## src/rtl/snake_pkg.sv

```systemverilog
// snake_pkg: direction encoding, press priority and arbitration helpers for the snake input front end.
package snake_pkg;
  typedef logic [1:0] dir_t;
  localparam dir_t DIR_UP    = 2'd0;
  localparam dir_t DIR_DOWN  = 2'd1;
  localparam dir_t DIR_LEFT  = 2'd2;
  localparam dir_t DIR_RIGHT = 2'd3;
  localparam dir_t PRIO [4] = '{DIR_UP, DIR_DOWN, DIR_LEFT, DIR_RIGHT};
  function automatic dir_t f_pick(input logic [3:0] ev);
    dir_t d;
    d = PRIO[3];
    for (int i = 3; i >= 0; i--) if (ev[PRIO[i]]) d = PRIO[i];
    return d;
  endfunction
  function automatic dir_t f_opp(input dir_t d);
    return d ^ 2'b01;
  endfunction
endpackage

```

## src/rtl/btn_debounce.sv

```systemverilog
// btn_debounce: 2-flop synchroniser, stable-level debounce counter and rising-edge press pulse.
module btn_debounce #(
  parameter int DEB_CYCLES = 1000000
) (
  input  logic I_clk,
  input  logic I_rst_n,
  input  logic I_btn,
  output logic O_press
);
  localparam int CW = $clog2(DEB_CYCLES);
  localparam logic [CW-1:0] CMAX = CW'(DEB_CYCLES - 1);
  logic [1:0]    r_sync;
  logic          r_stable;
  logic          r_prev;
  logic [CW-1:0] r_cnt;
  always_ff @(posedge I_clk or negedge I_rst_n)
    if (!I_rst_n) begin
      r_sync   <= '0;
      r_stable <= 1'b0;
      r_prev   <= 1'b0;
      r_cnt    <= '0;
    end else begin
      r_sync <= {r_sync[0], I_btn};
      r_prev <= r_stable;
      if (r_sync[1] == r_stable) r_cnt <= '0;
      else if (r_cnt == CMAX) begin
        r_stable <= r_sync[1];
        r_cnt    <= '0;
      end else r_cnt <= r_cnt + 1'b1;
    end
  assign O_press = r_stable & ~r_prev;
endmodule

```

## src/rtl/snake_dir_ctrl.sv

```systemverilog
// snake_dir_ctrl: debounced direction buttons, press arbitration, reversal rejection and a turn queue
// released one entry per move tick.
module snake_dir_ctrl
  import snake_pkg::*;
#(
  parameter int   DEB_CYCLES = 1000000,
  parameter int   QDEPTH     = 2,
  parameter dir_t INIT_DIR   = DIR_RIGHT
) (
  input  logic                         I_clk,
  input  logic                         I_rst_n,
  input  logic                         I_button_u,
  input  logic                         I_button_d,
  input  logic                         I_button_l,
  input  logic                         I_button_r,
  input  logic                         I_load,
  input  logic                         I_drive,
  output dir_t                         O_dir,
  output logic [$clog2(QDEPTH+1)-1:0]  O_q_count,
  output logic                         O_drop
);
  localparam int CW = $clog2(QDEPTH + 1);
  localparam int PW = (QDEPTH > 1) ? $clog2(QDEPTH) : 1;
  localparam logic [PW-1:0] PMAX  = PW'(QDEPTH - 1);
  localparam logic [CW-1:0] QFULL = CW'(QDEPTH);
  logic [3:0]    w_raw;
  logic [3:0]    w_ev;
  dir_t          r_q [QDEPTH];
  dir_t          r_dir;
  logic [PW-1:0] r_head;
  logic [PW-1:0] r_tail;
  logic [CW-1:0] r_cnt;
  logic          r_drop;
  dir_t          w_cand;
  dir_t          w_ref;
  logic [PW-1:0] w_last;
  logic [PW-1:0] w_head_nx;
  logic [PW-1:0] w_tail_nx;
  logic          w_pop;
  logic          w_push;
  logic          w_multi;
  logic          w_rej;
  assign w_raw = {I_button_r, I_button_l, I_button_d, I_button_u};
  for (genvar g = 0; g < 4; g++) begin : g_btn
    btn_debounce #(.DEB_CYCLES(DEB_CYCLES)) u_deb (
      .I_clk   (I_clk),
      .I_rst_n (I_rst_n),
      .I_btn   (w_raw[g]),
      .O_press (w_ev[g])
    );
  end
  // Reference is the most recently queued turn, so reversal checks chain through buffered turns.
  always_comb begin
    w_cand    = f_pick(w_ev);
    w_last    = (r_tail == '0) ? PMAX : r_tail - 1'b1;
    w_head_nx = (r_head == PMAX) ? '0 : r_head + 1'b1;
    w_tail_nx = (r_tail == PMAX) ? '0 : r_tail + 1'b1;
    w_ref     = (r_cnt != '0) ? r_q[w_last] : r_dir;
    w_pop     = I_drive && (r_cnt != '0);
    w_multi   = (w_ev & (w_ev - 4'd1)) != 4'd0;
    w_push    = (w_ev != 4'd0) && (w_cand != w_ref) && (w_cand != f_opp(w_ref))
                && ((r_cnt - CW'(w_pop)) != QFULL);
    w_rej     = (w_ev != 4'd0) && !w_push;
  end
  always_ff @(posedge I_clk or negedge I_rst_n)
    if (!I_rst_n) begin
      r_dir  <= INIT_DIR;
      r_head <= '0;
      r_tail <= '0;
      r_cnt  <= '0;
      r_drop <= 1'b0;
      for (int i = 0; i < QDEPTH; i++) r_q[i] <= DIR_UP;
    end else if (I_load) begin
      r_dir  <= INIT_DIR;
      r_head <= '0;
      r_tail <= '0;
      r_cnt  <= '0;
      r_drop <= 1'b0;
    end else begin
      r_drop <= w_multi | w_rej;
      if (w_pop) begin
        r_dir  <= r_q[r_head];
        r_head <= w_head_nx;
      end
      if (w_push) begin
        r_q[r_tail] <= w_cand;
        r_tail      <= w_tail_nx;
      end
      r_cnt <= r_cnt + CW'(w_push) - CW'(w_pop);
    end
  assign O_dir     = r_dir;
  assign O_q_count = r_cnt;
  assign O_drop    = r_drop;
endmodule
```

## config.mk

```make
export PLATFORM = sky130hd
export DESIGN_NAME = snake_dir_ctrl
export DESIGN_NICKNAME = d
export VERILOG_FILES = /design/src/rtl/snake_pkg.sv /design/src/rtl/btn_debounce.sv /design/src/rtl/snake_dir_ctrl.sv
export SDC_FILE = /design/constraint.sdc
export NUM_CORES = 1
export LEC_CHECK = 0
export BUFFER_PORTS_ARGS = -buffer_cell sky130_fd_sc_hd__buf_2
export CORE_ASPECT_RATIO = 1.5
export CORE_MARGIN = 4
export CORE_UTILIZATION = 39
export DETAILED_ROUTE_END_ITERATION = 10
export HOLD_SLACK_MARGIN = 0.08
export PLACE_DENSITY_LB_ADDON = 0.08
export SLEW_MARGIN = 10
export SYNTH_ARGS = -nofsm -noshare
export SYNTH_HDL_FRONTEND = slang
export SYNTH_SLANG_ARGS = --single-unit
export TNS_END_PERCENT = 50
```

## constraint.sdc

```tcl
create_clock -name I_clk -period 5.9 [get_ports I_clk]
set_input_delay 0.885 -clock I_clk [delete_from_list [all_inputs] [get_ports I_clk]]
set_output_delay 0.885 -clock I_clk [all_outputs]
set_load 0.01 [all_outputs]
```

==> flow_summary.ini <==
[route]
vias = 3819
drt-initial-drc-count = 146
dr.pass1.iters = 4
routed_wl_um = 10000
wl_per_cell_um = 14.3
routed_via_density = 5.45
post-route-drc-count = 0
final_antenna_net_count = 0

[timing]
tns_ns = 0
finalSetupViolCount = 0
clock.fmax_mhz = 401
timing.final.crit_share = 0.423
relSlewSlack = 0.322
final-max-slew-violation-count = 0
fin_hold_ws_ns = 0.351
finClkSkew_ns = 0.00776
period_needed_ns = 2.49
tightestPinTransition_ns = 1.01
rsz0062_at_grt = false
setup_slack_ns = 3.41
final_hold_viol_count = 0

[clocking]
cts_hold_buffers = 0
cts_tree = built
cts_max_level = 3
cts_buffers = 9
clock-root-buffer = clkbuf_16
cts_resized = 0
post-cts-setup-buffer-count = 0
clk_pin_slew_worst_paths_ns = 0.07
clk_latency_ns = 0.34
cts_max_path_buffers = 2
cts_sinks = 107

[yosys]
synth-edff-count = 0
ys_seq_area_frac = 0.514
synth_area_um2 = 5210
synth-seq-cells = 107
postSynthAreaPerCell_um2 = 9.91
synthCells = 526
ys_warn_count = 0
async_flop_share = 1.00
synth_nets = 540
synth_cell_types = 49
ys.flop_type = dfrtp_1

[floorplan]
dieArea_um2 = 15300
die_h_um = 150
ios = 13
fp.dieW_um = 102
rows = 51
core_um2 = 13000
initial_utilization = 0.400

[finish]
final_cell_mix = 105 x dfrtp_1, 63 x nor2_1, 37 x nand2_1, 32 x nand3_1, 31 x xnor2_1
syn2layout_area_growth_pct = 10.3
layoutNonFillerInstCount = 701
layout_commonest_cell = dfrtp_1
nets = 551
antennaDiodeCount = 0
final_layout_size_suffix_gt1_frac = 0.0867

[placement]
dp_cells = 685
place.gp.congestion = 0.820
pre_cts_slack_ns = 3.19
port_buffers = 12
dp_hpwl_um = 7010

[pwr]
switching_share = 0.246
power.switching_uw = 372
clockPowerShare = 0.398
ir_worst_vdd_uv = 145
p_comb_frac = 0.082
power_frac_seq = 0.519
p_per_area_nw_per_um2 = 263
leakagePower_uw = 0.00235
p_int_uw = 1140

[critical_path]
crit_type = flop to flop
cp.arrival_ns = 2.72
reg2reg_from = r_tail$_DFFE_PN0P_
critPathCaptureType = flop
crit_path_max_fanout = 5
required_ns = 6.13
crit_path_start = r_tail$_DFFE_PN0P_
ff2ff_path_depth = 10
cp-start-kind = flop

[global_routing]
grt_pass1_vias = 3871
grt_max_degree = 63
gr-total-overflow = 0
grt_pass1_wl_um = 17800
grtUsageTotal = 0.143
antenna_found_initial = 0

[worst_hold_path]
min_path_type = flop to flop
holdPathStages = 0
min-delay-start = g_btn[1].u_deb.r_sync[0]$_DFF_PN0_

[run_status]
status = finished, final reports clean

[run]
maxCapViolCount = 0
worst paths after layout:
kind                                                       to  slack [ns]
setup / recovery                       O_q_count[1]$_DFF_PN0_        3.41
setup reg to reg                       O_q_count[1]$_DFF_PN0_        3.41
hold reg to reg            g_btn[1].u_deb.r_sync[1]$_DFF_PN0_        0.35
max in group asynchronous  g_btn[3].u_deb.r_cnt[11]$_DFF_PN0_        4.19
min in group asynchronous  g_btn[1].u_deb.r_cnt[17]$_DFF_PN0_        0.63
hold / removal             g_btn[1].u_deb.r_sync[1]$_DFF_PN0_        0.35
worst max-delay path, stage by stage, from the launching register on:
cell and delay (ns):
dfrtp_1 0.40, mux2_2 0.37, o21ai_0 0.45, and3b_1 0.27, nor2_1 0.06, ha_1 0.26
inv_1 0.05, ha_1 0.15, xor2_1 0.18, xnor2_1 0.14, nor2_1 0.05
power groups by stage:
stage | Sequential (uW) | Clock, uW | Combinational [uW]
floorplan | 794 | 0 | 82.9
global placement | 798 | 0 | 126
detailed placement | 799 | 0 | 129
CTS | 785 | 632 | 129
global route | 788 | 657 | 145
finish | 785 | 601 | 125
metrics by stage:
stage	utilization	total power [uW]	cell area (um2)
after floorplan	-	877	5210
after global placement	0.418	924	5450
after detailed placement	0.418	927	5450
after CTS	0.442	1540	5750
after global routing	0.442	1590	5750
final	0.442	1510	5750
sequential cells by signal (all words and copies together) (netlist names), 2 cells and up:
name	flops
g_btn.u_deb.r_cnt	80
O_q_count	2
r_q	4
g_btn.u_deb.r_sync	8
g_btn.u_deb.r_stable	4
O_dir	2
g_btn.u_deb.r_prev	4
synth_stat cells (all sizes together), types with 14 or more instances:
cell     n  area (um2)
nor2    63         236
or4     17         128
o21ai   19        95.1
xnor2   31         272
dfrtp  105        2630
xor2    20         175
nand3   33         170
o31ai   14         105
nand2   37         139
inv     19        71.3
a21oi   29         145
or3     19         119
layout make-up:
class / count / area (um2)
well taps: 159 / 199
repair buffers: 15 / 85.1
fillers: 1300 / 7270
flip-flops and latches: 107 / 2680
clock buffers: 9 / 225
multi-input cells: 385 / 2410
clock inverters: 7 / 76.3
inverters: 19 / 71.3
routing by layer:
metal | routed length (um) | up-vias | track usage | share of wire
met4 | 123 | 0 | 0.0492 | 0.012
li1 | - | 1897 | - | -
met3 | 211 | 10 | 0.0261 | 0.021
met2 | 5090 | 44 | 0.245 | 0.51
met1 | 4590 | 1868 | 0.178 | 0.46
met5 | 0 | - | 0 | 0
logic make-up (layout without fill, tap and decap cells):
family | count (synthesis) | in the layout | synth area share
and+or+nand+nor | 238 | 238 | 0.241
buffers and inverters | 34 | 50 | 0.0252
xor gates and xnor gates | 51 | 51 | 0.0857
DFF | 107 | 107 | 0.514
adders and majority gates | 7 | 7 | 0.0163
AOI/OAI and AO/OA | 81 | 81 | 0.101
muxes | 8 | 8 | 0.0166
Note: power is estimated with default switching activity, not from simulation.
